<file path="src/rtl/mem_bus_sequencer_if.sv">
// mem_bus_sequencer_if: shared memory-slave bus between the sequencer (master) and the peripheral decode (slave)
interface mem_bus_sequencer_if #(
    parameter int AW = 32,
    parameter int DW = 32
);
    logic          mem_req;
    logic          mem_we;
    logic [AW-1:0] mem_addr;
    logic [DW-1:0] mem_wdata;
    logic [DW-1:0] mem_rdata;
    logic          mem_ack;
    modport master(output mem_req, mem_we, mem_addr, mem_wdata, input mem_rdata, mem_ack);
    modport slave(input mem_req, mem_we, mem_addr, mem_wdata, output mem_rdata, mem_ack);
endinterface

</file>
<file path="src/rtl/mem_bus_sequencer.sv">
// mem_bus_sequencer: serialises one CPU data access plus one instruction fetch per step onto a shared bus
// Define MEM_BUS_SEQ_IBUF_EN to add a one-entry instruction buffer that skips the bus on a repeated fetch.
module mem_bus_sequencer #(
    parameter int AW = 32,
    parameter int DW = 32
) (
    input  logic                clk,
    input  logic                rst,
    input  logic [AW-1:0]       iaddr_i,
    output logic [DW-1:0]       iin_o,
    input  logic [AW-1:0]       daddr_i,
    input  logic [DW-1:0]       dout_i,
    output logic [DW-1:0]       din_o,
    input  logic [1:0]          drw_i,
    output logic                cpu_stall_o,
    mem_bus_sequencer_if.master bus
);
    typedef enum logic [1:0] {DATA, FETCH, RELEASE} state_e;
    state_e        state_q;
    logic          cpu_stall_q;
    logic [DW-1:0] iin_q;
    logic [DW-1:0] din_q;
    logic          hit;
    logic [DW-1:0] hit_word;
    logic          in_data;
    logic          in_fetch;
    logic          ack;
`ifdef MEM_BUS_SEQ_IBUF_EN
    logic          ibuf_v_q;
    logic [AW-1:0] ibuf_a_q;
    logic [DW-1:0] ibuf_d_q;
    assign hit      = ibuf_v_q && ibuf_a_q == iaddr_i;
    assign hit_word = ibuf_d_q;
    always_ff @(posedge clk) begin
        if (rst) begin
            ibuf_v_q <= 1'b0;
        end else if (state_q == FETCH && ack) begin
            ibuf_v_q <= 1'b1;
            ibuf_a_q <= iaddr_i;
            ibuf_d_q <= bus.mem_rdata;
        end else if (state_q == DATA && ack && drw_i[1] && daddr_i == ibuf_a_q) begin
            ibuf_v_q <= 1'b0;
        end
    end
`else
    assign hit      = 1'b0;
    assign hit_word = '0;
`endif
    // Bus outputs are forced to their idle values while rst is held so an abandoned request drops at once.
    assign in_data       = !rst && state_q == DATA;
    assign in_fetch      = !rst && state_q == FETCH;
    assign bus.mem_req   = in_data || (in_fetch && !hit);
    assign bus.mem_we    = in_data && drw_i[1];
    assign bus.mem_addr  = in_data ? daddr_i : in_fetch ? iaddr_i : '0;
    assign bus.mem_wdata = in_data ? dout_i : '0;
    assign ack           = bus.mem_req && bus.mem_ack;
    assign cpu_stall_o   = cpu_stall_q;
    assign iin_o         = iin_q;
    assign din_o         = din_q;
    always_ff @(posedge clk) begin
        if (rst) begin
            state_q     <= FETCH;
            cpu_stall_q <= 1'b1;
            iin_q       <= '0;
            din_q       <= '0;
        end else begin
            case (state_q)
                DATA: begin
                    if (ack) begin
                        if (drw_i == 2'b01) din_q <= bus.mem_rdata;
                        state_q <= FETCH;
                    end
                end
                FETCH: begin
                    if (ack || hit) begin
                        iin_q       <= ack ? bus.mem_rdata : hit_word;
                        state_q     <= RELEASE;
                        cpu_stall_q <= 1'b0;
                    end
                end
                RELEASE: begin
                    state_q     <= drw_i != 2'b00 ? DATA : FETCH;
                    cpu_stall_q <= 1'b1;
                end
                default: state_q <= FETCH;
            endcase
        end
    end
endmodule

</file>
<file path="src/flat_wrapper.sv">
// flat-port wrapper written by rule: the top's interface ports become plain ports
module mem_bus_sequencer_flat 
#(
    parameter int AW = 32,
    parameter int DW = 32
)
  (clk, rst, iaddr_i, iin_o, daddr_i, dout_i, din_o, drw_i, cpu_stall_o, bus_mem_req, bus_mem_we, bus_mem_addr, bus_mem_wdata, bus_mem_rdata, bus_mem_ack);
  mem_bus_sequencer_if #(.AW(AW), .DW(DW)) bus_i ();
  input  logic clk;
  input  logic rst;
  input  logic [AW-1:0] iaddr_i;
  output logic [DW-1:0] iin_o;
  input  logic [AW-1:0] daddr_i;
  input  logic [DW-1:0] dout_i;
  output logic [DW-1:0] din_o;
  input  logic [1:0] drw_i;
  output logic cpu_stall_o;
  output wire logic [$bits(bus_i.mem_req)-1:0] bus_mem_req;
  output wire logic [$bits(bus_i.mem_we)-1:0] bus_mem_we;
  output wire logic [$bits(bus_i.mem_addr)-1:0] bus_mem_addr;
  output wire logic [$bits(bus_i.mem_wdata)-1:0] bus_mem_wdata;
  input wire logic [$bits(bus_i.mem_rdata)-1:0] bus_mem_rdata;
  input wire logic [$bits(bus_i.mem_ack)-1:0] bus_mem_ack;
  assign bus_mem_req = bus_i.mem_req;
  assign bus_mem_we = bus_i.mem_we;
  assign bus_mem_addr = bus_i.mem_addr;
  assign bus_mem_wdata = bus_i.mem_wdata;
  assign bus_i.mem_rdata = bus_mem_rdata;
  assign bus_i.mem_ack = bus_mem_ack;
  mem_bus_sequencer #(.AW(AW), .DW(DW)) u_core (.clk(clk), .rst(rst), .iaddr_i(iaddr_i), .iin_o(iin_o), .daddr_i(daddr_i), .dout_i(dout_i), .din_o(din_o), .drw_i(drw_i), .cpu_stall_o(cpu_stall_o), .bus(bus_i));
endmodule
</file>
<file path="config.mk">
export PLATFORM = sky130hd
export DESIGN_NAME = mem_bus_sequencer_flat
export DESIGN_NICKNAME = d
export VERILOG_FILES = /design/src/rtl/mem_bus_sequencer_if.sv /design/src/rtl/mem_bus_sequencer.sv /design/src/flat_wrapper.sv
export SDC_FILE = /design/constraint.sdc
export NUM_CORES = 1
export LEC_CHECK = 0
export CAP_MARGIN = 20
export CORE_AREA = 2 2 102 104
export CTS_CLUSTER_SIZE = 24
export DETAILED_ROUTE_END_ITERATION = 7
export DIE_AREA = 0 0 104 106
export PLACE_DENSITY_LB_ADDON = 0.08
export SLEW_MARGIN = 20
export SYNTH_ARGS = -nofsm -noshare
export SYNTH_HDL_FRONTEND = slang
export SYNTH_SLANG_ARGS = --single-unit
</file>
<file path="constraint.sdc">
create_clock -name clk -period 2.8 [get_ports clk]
set_input_delay 0.84 -clock clk [delete_from_list [all_inputs] [get_ports clk]]
set_output_delay 0.84 -clock clk [all_outputs]
set_load 0.1 [all_outputs]
</file>
==> PnR_summary.wiki <==
{| class="wikitable"
! Metric !! Value
|-
| Status || finished clean
|-
| Top achievable clock speed || 371 MHz
|-
| Detailed-route DRC error count || 0
|-
| Clock sink count || 67
|-
| First-pass GRT wire length || 22000 um
|-
| Max-slew violation count || 0
|-
| Overall fraction of global-route tracks in use || 25.7%
|-
| Smallest setup slack after layout || 106 ps
|-
| PD cells || 448 nW/um^2
|-
| Slack of the worst reg-to-reg path || 1290 ps
|-
| HP Class || flop to flop
|-
| TritonCTS clock tree || yes
|-
| Count of state elements after synthesis || 67
|-
| Origin of the critical flop-to-flop path || u_core.state_q[0]$_SDFFE_PP1P_
|-
| Clock Latency Late Sink || 350 ps
|-
| Antenna diode instance count || 0
|-
| CORE AREA || 10000 um^2
|-
| Fill cells || 826
|-
| Detailed Route Iter0 Violations || 219
|-
| Depth of the worst hold-timing path || 2
|-
| Max Buffers Root-to-Sink || 2
|-
| Most numerous cell types in the synthesized netlist || 67 x dfxtp_1, 66 x a21oi_1, 65 x nand2_1
|-
| Starting density of the core || approximately a third
|-
| Hold Buf Count CTS || 0
|-
| Static Leakage || 2.84 nW
|-
| Clock-pin transition on the worst setup and hold timing paths || 90 ps
|-
| Worst R2R End || u_core.din_o[26]$_SDFFE_PP0P_
|-
| Top-area cell type share of the netlist area || roughly two fifths
|-
| Ratio of cells with drive above 1 in the final layout || 35.6%
|-
| Nets || between 700 and 800
|-
| End point of the most critical hold path || u_core.iin_o[14]$_SDFFE_PP0P_
|-
| Combined flip-flop and latch cell area || 1340 um^2
|-
| Antenna violations before repair || 1
|-
| Vertical extent of the die || 106 um
|-
| Max capacitance violation total || 0
|-
| Synthesis-to-finish area growth || 109%
|-
| Cells resized by post-CTS repair || 0
|-
| Average wire per cell in the routed design || 17.5 um
|-
| Post-synth cell types || 29
|-
| Fraction of registers with async set/reset || 0%
|-
| IO Port Bufs || 263
|-
| Peak fanout along the critical path || 14
|-
| Clock buffer count from CTS || 9
|-
| Syn Inst Count || 413
|-
| Grt ovf || 0
|-
| Final Hold Fails || 0
|-
| Pin count of the biggest net entering global routing || 45
|-
| DIE AREA || 11000 um^2
|-
| Remaining antenna violation count after routing || 0
|-
| Largest cells by area after synthesis || dfxtp_1 40%, a21oi_1 9.9%, mux2i_1 9.6%, nand2_1 7.3%, and2_1 6.2%
|-
| Dominant cell type by area after synthesis || dfxtp_1
|-
| Top-count cell post-synth || dfxtp_1
|-
| Horizontal die dimension || roughly 100 um
|-
| Clock root buffer || clkbuf_8
|-
| Final period demand of the worst path || roughly 2700 ps
|-
| Syn Std Cell Area || 3320 um^2
|-
| Setup violation total in the final timing report || 0
|-
| I/O pin cnt || roughly 260
|-
| Count of TritonRoute iterations in the first routing pass || 4
|-
| Data required, critical path || 1960 ps
|-
| Unrepaired setup endpoints after global routing || false
|-
| Fraction of the yosys area taken by sequential cells || roughly two fifths
|-
| Count of cells along the worst register-to-register path || 5
|-
| Detailed-route via count || 3855
|-
| Capturing element type of the critical path || output pin
|-
| Number of vias per cell || around 4.8
|-
| Tightest Pin Transition || 458 ps
|-
| Top FF cell, synth || dfxtp_1
|-
| Synth Area per Inst || 8.04 um^2
|-
| Arrival @ worst endpoint || 1850 ps
|-
| Detailed Route WL || roughly 14000 um
|-
| Crit Path Category || primary input to output pin
|-
| Final core occ || 69.3%
|-
| Headroom to the max-slew limit || a little over two thirds
|-
| HPWL after detailed placement || 11300 um
|-
| Final cycle utilization of the critical path || ~96%
|-
| Postcts setup bufs || 0
|-
| Vias in the first global route || 3882
|-
| Startpoint types || primary input
|-
| Worst slack after detailed placement || roughly 100 ps
|-
| Area of the multi-input gates || 1920 um^2
|-
| Largest vdd supply drop || 0.342 mV
|-
| Maximum level of the CTS H-tree || 3
|-
| Start point of the worst min-delay path || u_core.iin_o[14]$_SDFFE_PP0P_
|-
| Number of enable flip-flop cells after synthesis || 0
|-
| Number of placement rows || 37
|-
| Worst Skew || about 16 ps
|-
| Post-Syn Nets || approximately 550
|-
| Routability Congestion || 0.839
|-
| Synth Warn # || 0
|}
-- cells by family (layout without fill, tap and decap cells) --
kind of cell | after synthesis | after routing | synth area share [%]
AOI/OAI and AO/OA | 100 | 100 | 15.3
muxes | 32 | 32 | 9.65
buffers and inverters | 42 | 297 | 10.1
DFF | 67 | 67 | 40.4
and+or+nand+nor | 172 | 172 | 24.6
-- sequential cells by signal, indices dropped and copies added (netlist names) --
register and flops:
u_core.din_o 32, u_core.iin_o 32, u_core.state_q 2, u_core.cpu_stall_o 1
-- metal layers --
metal / global-route usage (%) / wire, um / up-vias
met5: 0 / 13 / -
met4: 8.01 / 299 / 2
met3: 10.1 / 1310 / 27
met2: 45.8 / 7350 / 173
met1: 28.0 / 5140 / 1777
li1: - / - / 1876
-- cell usage in the layout (no fill, tap or decap), types with 2 or more instances in the layout --
| cell type | Yosys | routed |
|---|---|---|
| nor2_4 | 0 | 29 |
| clkinvlp_4 | 0 | 3 |
| o21ai_0 | 2 | 2 |
| clkinv_4 | 0 | 2 |
| mux2i_1 | 32 | 32 |
| a21oi_1 | 66 | 66 |
| buf_4 | 4 | 77 |
| clkbuf_8 | 0 | 11 |
| nor2_2 | 0 | 3 |
| dfxtp_1 | 67 | 66 |
| o21bai_1 | 2 | 2 |
| buf_12 | 0 | 70 |
| and2_2 | 0 | 33 |
| o21ai_1 | 29 | 29 |
| nand2_1 | 65 | 65 |
| clkdlybuf4s50_1 | 0 | 131 |
| nand3_1 | 32 | 32 |
-- worst max-delay path: stages --
cell,delay [ps]
buf_2,160
or2_4,300
buf_12,250
clkinvlp_4,130
buf_12,170
-- how the worst max path moves through the flow --
stage                     cells after the start  startpoint               to  slack [ps]
final                                         5         rst      bus_mem_req         110
after global routing                          5         rst      bus_mem_req          70
after CTS                                     5         rst      bus_mem_req         100
after detailed placement                      5         rst      bus_mem_req         100
after global placement                        5         rst      bus_mem_req         120
after floorplan                               4         rst  bus_mem_addr[0]        -180
-- report_power, final --
group          internal [mW]  switching [mW]  total (mW)  leakage (nW)
registers              0.982          0.0241        1.01         0.543
clock network          0.371           0.380       0.751        0.0915
logic                  0.504           0.846        1.35          2.20
total                   1.86            1.25        3.11          2.84
-- layout make-up --
cell class                 instances  share of cell area, %
clock buffer                      11                   2.18
clock inverter                     5                  0.541
inverter                           2                  0.235
multi-input combinational        304                   27.7
sequential                        67                   19.4
tap                              136                   2.45
timing repair buffer             279                   47.5
-- stage by stage --
step | total power, mW | cell area, um^2 | TNS [ps] | hold WS, ps | std cells
3_5_place_dp | 2.38 | 6740 | 0 | 447 | 788
6_report | 3.11 | 6930 | 0 | 459 | 804
2_1_floorplan | 1.88 | 3660 | -718 | 579 | 413
4_1_cts | 3.13 | 6930 | 0 | 459 | 804
5_1_grt | 3.21 | 6930 | 0 | 478 | 804
3_3_place_gp | 2.37 | 6740 | 0 | 444 | 788
Power figures use the tool's default switching activity.
